--- src/rtl/ps2_pkg.sv ---
// rtl/ps2_pkg.sv - shared constants, receiver state type and reply-code helper for the PS/2 scancode parser
package ps2_pkg;

    // Parser prefix bytes
    localparam logic [7:0] PS2_BREAK = 8'hF0;
    localparam logic [7:0] PS2_EXT   = 8'hE0;

    // Keyboard controller reply bytes (never key codes when no prefix is pending)
    localparam logic [7:0] PS2_BAT_OK = 8'hAA;
    localparam logic [7:0] PS2_ACK    = 8'hFA;
    localparam logic [7:0] PS2_ECHO   = 8'hEE;
    localparam logic [7:0] PS2_RESEND = 8'hFE;

    // Parameter defaults
    localparam int FILTER_LEN_DEF     = 8;
    localparam int TIMEOUT_CYCLES_DEF = 100000;

    typedef enum logic [1:0] {
        RX_IDLE  = 2'd0,
        RX_SHIFT = 2'd1,
        RX_CHECK = 2'd2
    } rx_state_t;

    function automatic logic is_reply(input logic [7:0] b);
        return (b == PS2_BAT_OK) || (b == PS2_ACK) ||
               (b == PS2_ECHO)   || (b == PS2_RESEND);
    endfunction

endpackage

--- src/rtl/ps2_rx.sv ---
// rtl/ps2_rx.sv - PS/2 frame receiver: synchronizers, clock glitch filter, frame FSM, idle timeout
//
// Ports:
//   clk, reset      system clock, asynchronous active-high reset
//   ps2_clk         raw PS/2 clock pin
//   ps2_data        raw PS/2 data pin
//   rx_byte         received data byte, valid while byte_valid is high
//   byte_valid      one-cycle strobe, one clk after the stop-bit filtered edge
//   frame_err       one-cycle pulse when a frame is dropped
module ps2_rx
    import ps2_pkg::*;
#(
    parameter int FILTER_LEN     = FILTER_LEN_DEF,
    parameter int TIMEOUT_CYCLES = TIMEOUT_CYCLES_DEF
) (
    input  logic       clk,
    input  logic       reset,
    input  logic       ps2_clk,
    input  logic       ps2_data,
    output logic [7:0] rx_byte,
    output logic       byte_valid,
    output logic       frame_err
);

    localparam int FW = $clog2(FILTER_LEN + 1);
    localparam int TW = $clog2(TIMEOUT_CYCLES + 1);

    logic [1:0]    clk_sync;
    logic [1:0]    data_sync;
    logic          clk_flt;
    logic [FW-1:0] flt_cnt;
    logic          fall;

    rx_state_t     state, state_nxt;
    logic [3:0]    bit_cnt;
    logic [7:0]    shreg;
    logic          par_bit;
    logic          stop_bit;
    logic [TW-1:0] tcnt;
    logic          timeout;
    logic          frame_ok;
    logic          data_s;

    assign data_s = data_sync[1];

    // Synchronizers preset to the idle-bus level so reset release never looks like an edge
    always_ff @(posedge clk or posedge reset) begin
        if (reset) begin
            clk_sync  <= 2'b11;
            data_sync <= 2'b11;
        end else begin
            clk_sync  <= {clk_sync[0], ps2_clk};
            data_sync <= {data_sync[0], ps2_data};
        end
    end

    // The filtered clock only follows the synchronized clock after FILTER_LEN
    // consecutive disagreeing samples; any agreeing sample restarts the count.
    always_ff @(posedge clk or posedge reset) begin
        if (reset) begin
            clk_flt <= 1'b1;
            flt_cnt <= '0;
            fall    <= 1'b0;
        end else begin
            fall <= 1'b0;
            if (clk_sync[1] == clk_flt) begin
                flt_cnt <= '0;
            end else if (flt_cnt == FW'(FILTER_LEN - 1)) begin
                clk_flt <= clk_sync[1];
                flt_cnt <= '0;
                fall    <= ~clk_sync[1];
            end else begin
                flt_cnt <= flt_cnt + 1'b1;
            end
        end
    end

    assign timeout  = (state == RX_SHIFT) && !fall && (tcnt == TW'(TIMEOUT_CYCLES - 1));
    assign frame_ok = stop_bit && (^{shreg, par_bit});

    // FSM: state register
    always_ff @(posedge clk or posedge reset) begin
        if (reset) state <= RX_IDLE;
        else       state <= state_nxt;
    end

    // FSM: next state
    always_comb begin
        state_nxt = state;
        case (state)
            RX_IDLE:  if (fall && !data_s) state_nxt = RX_SHIFT;
            RX_SHIFT: begin
                if (timeout)                      state_nxt = RX_IDLE;
                else if (fall && bit_cnt == 4'd9) state_nxt = RX_CHECK;
            end
            RX_CHECK: state_nxt = RX_IDLE;
            default:  state_nxt = RX_IDLE;
        endcase
    end

    // FSM: outputs
    always_comb begin
        byte_valid = 1'b0;
        frame_err  = 1'b0;
        case (state)
            RX_IDLE:  frame_err = fall && data_s;
            RX_SHIFT: frame_err = timeout;
            RX_CHECK: begin
                byte_valid = frame_ok;
                frame_err  = !frame_ok;
            end
            default: ;
        endcase
    end

    assign rx_byte = shreg;

    // Bit counter indexes the edge after the start bit: 0-7 data, 8 parity, 9 stop
    always_ff @(posedge clk or posedge reset) begin
        if (reset) begin
            bit_cnt  <= '0;
            shreg    <= '0;
            par_bit  <= 1'b0;
            stop_bit <= 1'b0;
        end else if (state == RX_IDLE) begin
            bit_cnt <= '0;
        end else if (state == RX_SHIFT && fall) begin
            bit_cnt <= bit_cnt + 1'b1;
            if (bit_cnt < 4'd8)       shreg    <= {data_s, shreg[7:1]};
            else if (bit_cnt == 4'd8) par_bit  <= data_s;
            else                      stop_bit <= data_s;
        end
    end

    always_ff @(posedge clk or posedge reset) begin
        if (reset) begin
            tcnt <= '0;
        end else if (state == RX_IDLE || fall) begin
            tcnt <= '0;
        end else if (!timeout) begin
            tcnt <= tcnt + 1'b1;
        end
    end

endmodule

--- src/rtl/ps2_scancode_parser.sv ---
// rtl/ps2_scancode_parser.sv - PS/2 keyboard scancode parser: prefix handling and typematic suppression
//
// Ports:
//   clk, reset      system clock, asynchronous active-high reset
//   ps2_clk         raw PS/2 clock pin
//   ps2_data        raw PS/2 data pin
//   scancode        last emitted key code, held between pulses
//   push_down       one-cycle make pulse
//   push_up         one-cycle break pulse
//   extended        code carried an E0 prefix, held with scancode
//   frame_err       one-cycle pulse when a frame is dropped
module ps2_scancode_parser
    import ps2_pkg::*;
#(
    parameter int FILTER_LEN     = FILTER_LEN_DEF,
    parameter int TIMEOUT_CYCLES = TIMEOUT_CYCLES_DEF
) (
    input  logic       clk,
    input  logic       reset,
    input  logic       ps2_clk,
    input  logic       ps2_data,
    output logic [7:0] scancode,
    output logic       push_down,
    output logic       push_up,
    output logic       extended,
    output logic       frame_err
);

    logic [7:0] rx_byte;
    logic       rx_valid;
    logic       brk;
    logic       ext;
    logic       held_valid;
    logic       held_ext;
    logic [7:0] held_code;
    logic       held_match;

    ps2_rx #(
        .FILTER_LEN     (FILTER_LEN),
        .TIMEOUT_CYCLES (TIMEOUT_CYCLES)
    ) u_rx (
        .clk        (clk),
        .reset      (reset),
        .ps2_clk    (ps2_clk),
        .ps2_data   (ps2_data),
        .rx_byte    (rx_byte),
        .byte_valid (rx_valid),
        .frame_err  (frame_err)
    );

    // Held register remembers the key currently down, so auto-repeat makes are swallowed
    assign held_match = held_valid && ({held_ext, held_code} == {ext, rx_byte});

    always_ff @(posedge clk or posedge reset) begin
        if (reset) begin
            scancode   <= 8'h00;
            extended   <= 1'b0;
            push_down  <= 1'b0;
            push_up    <= 1'b0;
            brk        <= 1'b0;
            ext        <= 1'b0;
            held_valid <= 1'b0;
            held_ext   <= 1'b0;
            held_code  <= 8'h00;
        end else begin
            push_down <= 1'b0;
            push_up   <= 1'b0;
            if (frame_err) begin
                // A dropped frame may have been the key code a prefix was waiting for
                brk <= 1'b0;
                ext <= 1'b0;
            end else if (rx_valid) begin
                if (rx_byte == PS2_BREAK) begin
                    brk <= 1'b1;
                end else if (rx_byte == PS2_EXT) begin
                    ext <= 1'b1;
                end else if (brk || ext || !is_reply(rx_byte)) begin
                    scancode <= rx_byte;
                    extended <= ext;
                    brk      <= 1'b0;
                    ext      <= 1'b0;
                    if (brk) begin
                        push_up <= 1'b1;
                        if (held_match) held_valid <= 1'b0;
                    end else begin
                        push_down  <= !held_match;
                        held_valid <= 1'b1;
                        held_ext   <= ext;
                        held_code  <= rx_byte;
                    end
                end
            end
        end
    end

endmodule

--- config.mk ---
export PLATFORM = sky130hd
export DESIGN_NAME = ps2_scancode_parser
export DESIGN_NICKNAME = d
export VERILOG_FILES = /design/src/rtl/ps2_pkg.sv /design/src/rtl/ps2_rx.sv /design/src/rtl/ps2_scancode_parser.sv
export SDC_FILE = /design/constraint.sdc
export NUM_CORES = 1
export LEC_CHECK = 0
export ABC_CLOCK_PERIOD_IN_PS = 2800
export CELL_PAD_IN_SITES_DETAIL_PLACEMENT = 1
export CELL_PAD_IN_SITES_GLOBAL_PLACEMENT = 2
export CORE_MARGIN = 3
export CORE_UTILIZATION = 38
export CTS_BUF_LIST = sky130_fd_sc_hd__clkbuf_8
export DETAILED_ROUTE_END_ITERATION = 7
export GPL_ROUTABILITY_DRIVEN = 0
export PLACE_DENSITY = 0.82
export SLEW_MARGIN = 25
export SYNTH_ARGS = -nofsm -noshare
export SYNTH_HDL_FRONTEND = slang
export SYNTH_HIERARCHICAL = 1
export SYNTH_SLANG_ARGS = --single-unit
export TNS_END_PERCENT = 100
--- constraint.sdc ---
create_clock -name clk -period 2.8 [get_ports clk]
set_input_delay 0.42 -clock clk [delete_from_list [all_inputs] [get_ports clk]]
set_output_delay 0.42 -clock clk [all_outputs]
set_load 0.01 [all_outputs]
Word-level counts from Yosys, hierarchy flattened
Index checks and enable logic that the tools add are counted. Widths: inputs -> output; s select.

Register bits after elaboration: 66. Bits in latches: 0. RAM bits: 0. Memory bits (read-only): 0. Input bits: 4. Output and inout port bits: 12. Logic and storage cells: 125. Memories kept: 0.

Add/subtract/negate cells: 3. Multiply operators: 0. Divide/modulo/power cells: 0. $lt $le $gt $ge: 1. Equality and inequality tests: 20. Shifts and indexed selects: 0. Mux-type cells: 37. Bitwise gates (word level): 9. Reductions and logical operators: 35.

Operator list (count): $eq 8x8->1 const B (6); $mux 17 (2); $mux 1 (26); $add 17x1->17 const B (1); $eq 17x17->1 const B (1); $mux 4 (4); $reduce_and 6->1 (2); $eq 9x9->1 (1); $not 1->1 (9); $reduce_and 3->1 (3); $reduce_xor 9->1 (1); $add 4x1->4 const B (2); $eq 4x4->1 const B (2); $logic_and 1x1->1 (8); $reduce_and 4->1 (2); $logic_or 1x1->1 (6); $mux 2 (3); $reduce_bool 3->1 (2); $logic_not 1->1 (5); $reduce_and 5->1 (1); $eq 4x3->1 const B (1); $lt 4x4->1 const B (1); $ne 2x1->1 const B (2); $ne 2x2->1 const B (2); other kinds (10) (12).

Longest topological paths before layout
Depth in word-level cells: 11. Gate-level depth with buffers: 11. Depth with buffers taken out: 9.

Hierarchy
Netlist, hierarchy kept.

Modules (own cells, without submodules): ps2_rx (times used 1, cells each 194, area each 2093.3 µm², sequential area each 1082.3 µm²); ps2_scancode_parser (times used 1, cells each 76, area each 1067.3 µm², sequential area each 575.6 µm²).

Worst setup path after synthesis
No wires, ideal clock.

Kind: register to register. Start: reg u_rx.tcnt[8]. End: reg held_code[0]. Setup time: 125 ps. Arrival time: 2529 ps. Required time: 2675 ps. Setup slack: 146 ps. Cell stages (with the launch flop): 11. Buffers on the path: 1. Period minus slack after synthesis: 2654 ps. Cell sequence: dfrtp_1 > or4b_1 > nor4_4 > nand2_4 > o21ai_0 > and2_1 > nor2b_1 > o21ai_2 > nor3_1 > buf_6 > mux2_4.

Word-level cells in the longest chain between the ends: 5.

Ends and longest elaborated chain: start, declared (line ps2_rx.sv:39) `logic [TW-1:0] tcnt;`; start signal, assigned (line ps2_rx.sv:141) `tcnt <= tcnt + 1'b1;`; $eq 17x17->1 (line ps2_rx.sv:78) `assign timeout = (state == RX_SHIFT) && !fall && (tcnt == TW'(TIMEOUT_CYCLES - 1));`; $logic_and 1x1->1 (line ps2_rx.sv:78); $pmux 1 s3 (line ps2_rx.sv:105) `case (state)`; net frame_err (line ps2_scancode_parser.sv:26) `output logic frame_err`; $not 1->1 (no source line); $reduce_and 6->1 (no source line); end signal, assigned (line ps2_scancode_parser.sv:89) `held_code <= rx_byte;`; end, declared (line ps2_scancode_parser.sv:35) `logic [7:0] held_code;`.

The timed path passes the listed nets, and every way through them passes these cells. A chain may end at the register's enable or synchronous reset.

Final worst setup path
Start: reg u_rx.tcnt[5]. End: reg held_code[4].

Word-level cells in the longest chain between the ends: 5.

Ends and longest elaborated chain (line): $eq 17x17->1 (ps2_rx.sv:78); $logic_and 1x1->1 (ps2_rx.sv:78); $pmux 1 s3 (ps2_rx.sv:105); $not 1->1 (no source line); $reduce_and 6->1 (no source line).

No other way between the ends.

==> impl_metrics.xml <==
<?xml version="1.0" encoding="UTF-8"?>
<metrics>
  <group name="status">
    <metric name="outcome" unit="">complete, no violations</metric>
  </group>
  <group name="sta">
    <metric name="finalSetupViolCount" unit="">0</metric>
    <metric name="timing_worst_slew_pin_value" unit="ns">0.870</metric>
    <metric name="final_critical_path_setup_slack" unit="ns">0.144</metric>
    <metric name="fin_crit_sh" unit="%">94.8</metric>
    <metric name="fmaxAchievable" unit="MHz">377</metric>
    <metric name="maxSlewViolCount" unit="">0</metric>
    <metric name="max-slew-margin-rel" unit="%">42.0</metric>
    <metric name="post-route-min-period" unit="ns">2.66</metric>
    <metric name="fin_worst_skew" unit="ns">0.00661</metric>
    <metric name="hold_viol_final" unit="">0</metric>
  </group>
  <group name="drt">
    <metric name="route.final.wire_length" unit="um">6810</metric>
    <metric name="route.detailed.vias_per_inst" unit="">5.19</metric>
    <metric name="drt_first_pass_iters" unit="">4</metric>
    <metric name="detail-route-antenna-nets" unit="">0</metric>
    <metric name="remaining_drc_errors" unit="">0</metric>
    <metric name="average_wire_length_per_cell_after_detail_routing" unit="um">16.2</metric>
    <metric name="total_number_of_vias" unit="">2178</metric>
    <metric name="drt_iter0_markers" unit="">82</metric>
  </group>
  <group name="global_route">
    <metric name="grt_first_pass_wirelength" unit="um">11600</metric>
    <metric name="grt_usage" unit="%">15.5</metric>
    <metric name="grt_antenna_before_repair" unit="">0</metric>
    <metric name="vias_in_the_first_global_route" unit="">2367</metric>
    <metric name="gr-total-overflow" unit="">0</metric>
    <metric name="grt_start_max_net_pins" unit="">44</metric>
  </group>
  <group name="clocking">
    <metric name="cts_hold_repair.buffers" unit="">0</metric>
    <metric name="h-tree-depth" unit="">3</metric>
    <metric name="clock_insertion_delay_worst_skew" unit="ns">0.34</metric>
    <metric name="cts_buffers" unit="">9</metric>
    <metric name="clock_sink_total" unit="">66</metric>
    <metric name="cts_tree" unit="">done</metric>
    <metric name="cts_root_buffer" unit="">sky130_fd_sc_hd__clkbuf_8</metric>
    <metric name="clockBufferDepth" unit="">2</metric>
    <metric name="clk_transition_reported_paths" unit="ns">0.07</metric>
  </group>
  <group name="power_and_ir_drop">
    <metric name="combPwrFrac" unit="%">4.5</metric>
    <metric name="power.ir.vdd_worst" unit="mV">0.332</metric>
    <metric name="netSwitchingFraction" unit="%">22.4</metric>
    <metric name="total_switching_power" unit="uW">441</metric>
    <metric name="cellPowerDensity" unit="nW/um^2">514</metric>
    <metric name="power.share.clock" unit="%">44.3</metric>
    <metric name="internal-power" unit="mW">1.52</metric>
    <metric name="power_leakage" unit="nW">1.70</metric>
    <metric name="power.share.sequential" unit="%">51.3</metric>
  </group>
  <group name="floorplan">
    <metric name="floorplan.initialDensity" unit="%">40.1</metric>
    <metric name="fp.dieH" unit="um">97.2</metric>
    <metric name="num_io_pins" unit="">16</metric>
    <metric name="die-width" unit="um">97.2</metric>
    <metric name="core" unit="um^2">7890</metric>
    <metric name="row_count" unit="">32</metric>
    <metric name="fp.dieArea" unit="um^2">9450</metric>
  </group>
  <group name="logic_synthesis">
    <metric name="postSynth.asyncResetShare" unit="%">100</metric>
    <metric name="ys.flop_type" unit="">sky130_fd_sc_hd__dfrtp_1</metric>
    <metric name="synth-warning-count" unit="">6</metric>
    <metric name="postSynthCellCount" unit="">270</metric>
    <metric name="avgSynthCellArea" unit="um^2">11.7</metric>
    <metric name="seq_area_frac_synth" unit="%">52.5</metric>
    <metric name="number_of_enable_type_register_cells_in_the_synthesized_netlist" unit="">0</metric>
    <metric name="syn-cell-area" unit="um^2">3160</metric>
    <metric name="number_of_distinct_library_cells_after_synthesis" unit="">46</metric>
    <metric name="synthesis.nets" unit="">279</metric>
    <metric name="synth.ff_latch_count" unit="">66</metric>
  </group>
  <group name="layout">
    <metric name="finalCoreUtilization" unit="%">48.5</metric>
    <metric name="post_route_cells_drive_above_1_share" unit="%">28.0</metric>
    <metric name="finish.net_count" unit="">322</metric>
    <metric name="area.growth.synth_to_final" unit="%">21.1</metric>
    <metric name="filler_cell_count" unit="">867</metric>
    <metric name="antenna-diode-count" unit="">0</metric>
  </group>
  <group name="critical_path">
    <metric name="timing.critical_path.fanout_max" unit="">6</metric>
    <metric name="cp-start-kind" unit="">register</metric>
    <metric name="cp_data_required_time" unit="ns">3.03</metric>
    <metric name="timing.rr.end" unit="">held_code[4]$_DFFE_PP0P_</metric>
    <metric name="critical_path.endpoint" unit="">held_code[4]$_DFFE_PP0P_</metric>
    <metric name="crit_arrival" unit="ns">2.88</metric>
    <metric name="path_class" unit="">register to register</metric>
    <metric name="crit-reg2reg-launch" unit="">u_rx/tcnt[5]$_DFFE_PP0P_</metric>
    <metric name="cp-end-kind" unit="">register</metric>
    <metric name="crit_start" unit="">u_rx/tcnt[5]$_DFFE_PP0P_</metric>
    <metric name="r2r.worst_path.cells" unit="">11</metric>
    <metric name="setup.reg_to_reg.worst_slack" unit="ns">0.14</metric>
  </group>
  <group name="placed_design">
    <metric name="dp_hpwl" unit="um">4640</metric>
    <metric name="place_worst_setup_slack" unit="ns">0.108</metric>
    <metric name="io_buffer_count" unit="">15</metric>
  </group>
  <group name="run">
    <metric name="maxCapViolations" unit="">0</metric>
  </group>
  <group name="hold_path">
    <metric name="hold_path.class" unit="">register to register</metric>
  </group>
</metrics>
-- state kept, by name (all words and copies together) (netlist names), 2 cells and up --
signal          cells
u_rx/state          2
u_rx/bit_cnt        4
u_rx/clk_sync       2
u_rx/rx_byte        8
u_rx/flt_cnt        4
scancode            8
u_rx/tcnt          17
u_rx/data_sync      2
held_code           8
-- worst min path at each step --
stage,endpoint,slack (ns),cells past startpoint,start
after floorplan,u_rx/clk_sync[1]$_DFF_PP1_,0.35,0,u_rx/clk_sync[0]$_DFF_PP1_
after global routing,u_rx/data_sync[1]$_DFF_PP1_,0.37,0,u_rx/data_sync[0]$_DFF_PP1_
final,u_rx/data_sync[1]$_DFF_PP1_,0.36,0,u_rx/data_sync[0]$_DFF_PP1_
after global placement,u_rx/data_sync[1]$_DFF_PP1_,0.35,0,u_rx/data_sync[0]$_DFF_PP1_
after CTS,u_rx/data_sync[1]$_DFF_PP1_,0.36,0,u_rx/data_sync[0]$_DFF_PP1_
after detailed placement,u_rx/clk_sync[1]$_DFF_PP1_,0.35,0,u_rx/clk_sync[0]$_DFF_PP1_
-- layout make-up --
cell class / instances / area (um^2) / area share [%]
Multi-Input combinational cell: 188 / 1460 / 38.1
Inverter: 9 / 33.8 / 0.883
Timing Repair Buffer: 39 / 329 / 8.60
Sequential cell: 66 / 1660 / 43.4
Clock inverter: 7 / 93.8 / 2.45
Tap cell: 102 / 128 / 3.34
Clock buffer: 9 / 124 / 3.24
-- Yosys cell counts, types with 3 or more instances --
| cell type | instances | area share, % |
|---|---|---|
| sky130_fd_sc_hd__and3_1 | 3 | 0.59 |
| sky130_fd_sc_hd__nand3b_1 | 3 | 0.71 |
| sky130_fd_sc_hd__or4b_1 | 3 | 0.95 |
| sky130_fd_sc_hd__a21oi_1 | 9 | 1.4 |
| sky130_fd_sc_hd__mux2_4 | 9 | 4.3 |
| sky130_fd_sc_hd__nand3_1 | 10 | 1.6 |
| sky130_fd_sc_hd__dfstp_2 | 5 | 4.2 |
| sky130_fd_sc_hd__clkbuf_1 | 5 | 0.59 |
| sky130_fd_sc_hd__dfrtp_1 | 61 | 48 |
| sky130_fd_sc_hd__nand2_1 | 12 | 1.4 |
| sky130_fd_sc_hd__xor2_1 | 7 | 1.9 |
| sky130_fd_sc_hd__mux2_2 | 21 | 7.5 |
| sky130_fd_sc_hd__ha_1 | 5 | 2.0 |
| sky130_fd_sc_hd__o21ai_0 | 10 | 1.6 |
| sky130_fd_sc_hd__inv_1 | 9 | 1.1 |
| sky130_fd_sc_hd__a211oi_1 | 3 | 0.71 |
| sky130_fd_sc_hd__or3_1 | 3 | 0.59 |
| sky130_fd_sc_hd__a31oi_1 | 3 | 0.59 |
| sky130_fd_sc_hd__nor2_1 | 24 | 2.9 |
| sky130_fd_sc_hd__xnor2_1 | 21 | 5.8 |
| sky130_fd_sc_hd__nand4_1 | 7 | 1.4 |
| sky130_fd_sc_hd__nor3_1 | 7 | 1.1 |
-- through the flow --
stage | cells | TNS, ns | hold slack [ns] | area (um^2) | total power [mW]
after detailed placement | 401 | 0 | 0.348 | 3570 | 1.12
after CTS | 418 | 0 | 0.362 | 3790 | 2.00
after floorplan | 270 | 0 | 0.345 | 3160 | 1.08
after global routing | 420 | -0.00199 | 0.366 | 3830 | 2.07
final | 420 | 0 | 0.359 | 3830 | 1.97
after global placement | 401 | 0 | 0.346 | 3570 | 1.11
-- placed cells by master (no fill, tap or decap), drive strengths merged --
master,n
nand4bb,2
and3,3
and4,1
o31ai,2
and2,2
clkdlybuf4s50,14
clkinv,4
clkinvlp,2
dfrtp,61
nand4,7
buf,24
inv,8
clkbuf,10
a21o,1
bufinv,2
or3,4
xnor3,1
ha,5
or2,1
a31oi,3
nor2b,2
nor4,3
dfstp,5
mux2,30
nand3b,3
nand4b,2
nor3b,1
xnor2,21
nor2,25
o21ai,12
nand3,10
or4b,3
a211oi,4
a22o,1
o31a,1
nand2,13
nand2b,2
a21oi,9
nor3,7
xor2,7
-- metal layers --
layer | share of wire, % | vias to the layer above | GRT usage [%] | wire length (um)
li1 | - | 1036 | - | -
met1 | 44 | 1109 | 18.4 | 3020
met2 | 52 | 23 | 26.2 | 3510
met3 | 2.4 | 10 | 4.31 | 165
met4 | 1.6 | 0 | 6.59 | 110
met5 | 0 | - | 0 | 0
-- power by group through the flow --
stage | Clock, mW | Combinational (mW) | Sequential, mW
floorplan | 0 | 0.0643 | 1.02
global placement | 0 | 0.0835 | 1.02
detailed placement | 0 | 0.0898 | 1.03
CTS | 0.904 | 0.0911 | 1.01
global route | 0.955 | 0.100 | 1.01
finish | 0.870 | 0.0876 | 1.01
-- what timing repair did --
item,4_1_cts,5_1_grt
gates resized for setup,1,8
buffers inserted,1,2
setup endpoints to repair,1,11
pin swaps,1,2
-- cell families (layout without fill, tap and decap cells) --
family                     Yosys count  in the layout  share of synthesized area, %
adders and majority gates            5              5                          1.98
buffers and inverters               16             64                          2.18
AOI/OAI and AO/OA                   33             33                          6.41
muxes                               30             30                          11.8
xor gates and xnor gates            29             29                          8.47
and+or+nand+nor                     91             91                          16.7
DFF                                 66             66                          52.5
-- worst max-delay path, stage by stage, from the launching register on --
cell and delay [ns]:
sky130_fd_sc_hd__dfrtp_2 0.44, sky130_fd_sc_hd__or4b_4 0.54, sky130_fd_sc_hd__nor4_4 0.34, sky130_fd_sc_hd__nand2_4 0.12
sky130_fd_sc_hd__o21ai_0 0.10, sky130_fd_sc_hd__and2_1 0.19, sky130_fd_sc_hd__buf_4 0.13, sky130_fd_sc_hd__nor2b_2 0.04
sky130_fd_sc_hd__o21ai_2 0.10, sky130_fd_sc_hd__nor3_4 0.06, sky130_fd_sc_hd__buf_4 0.17, sky130_fd_sc_hd__mux2_4 0.30
No activity file was read; power rests on OpenSTA's default activity.
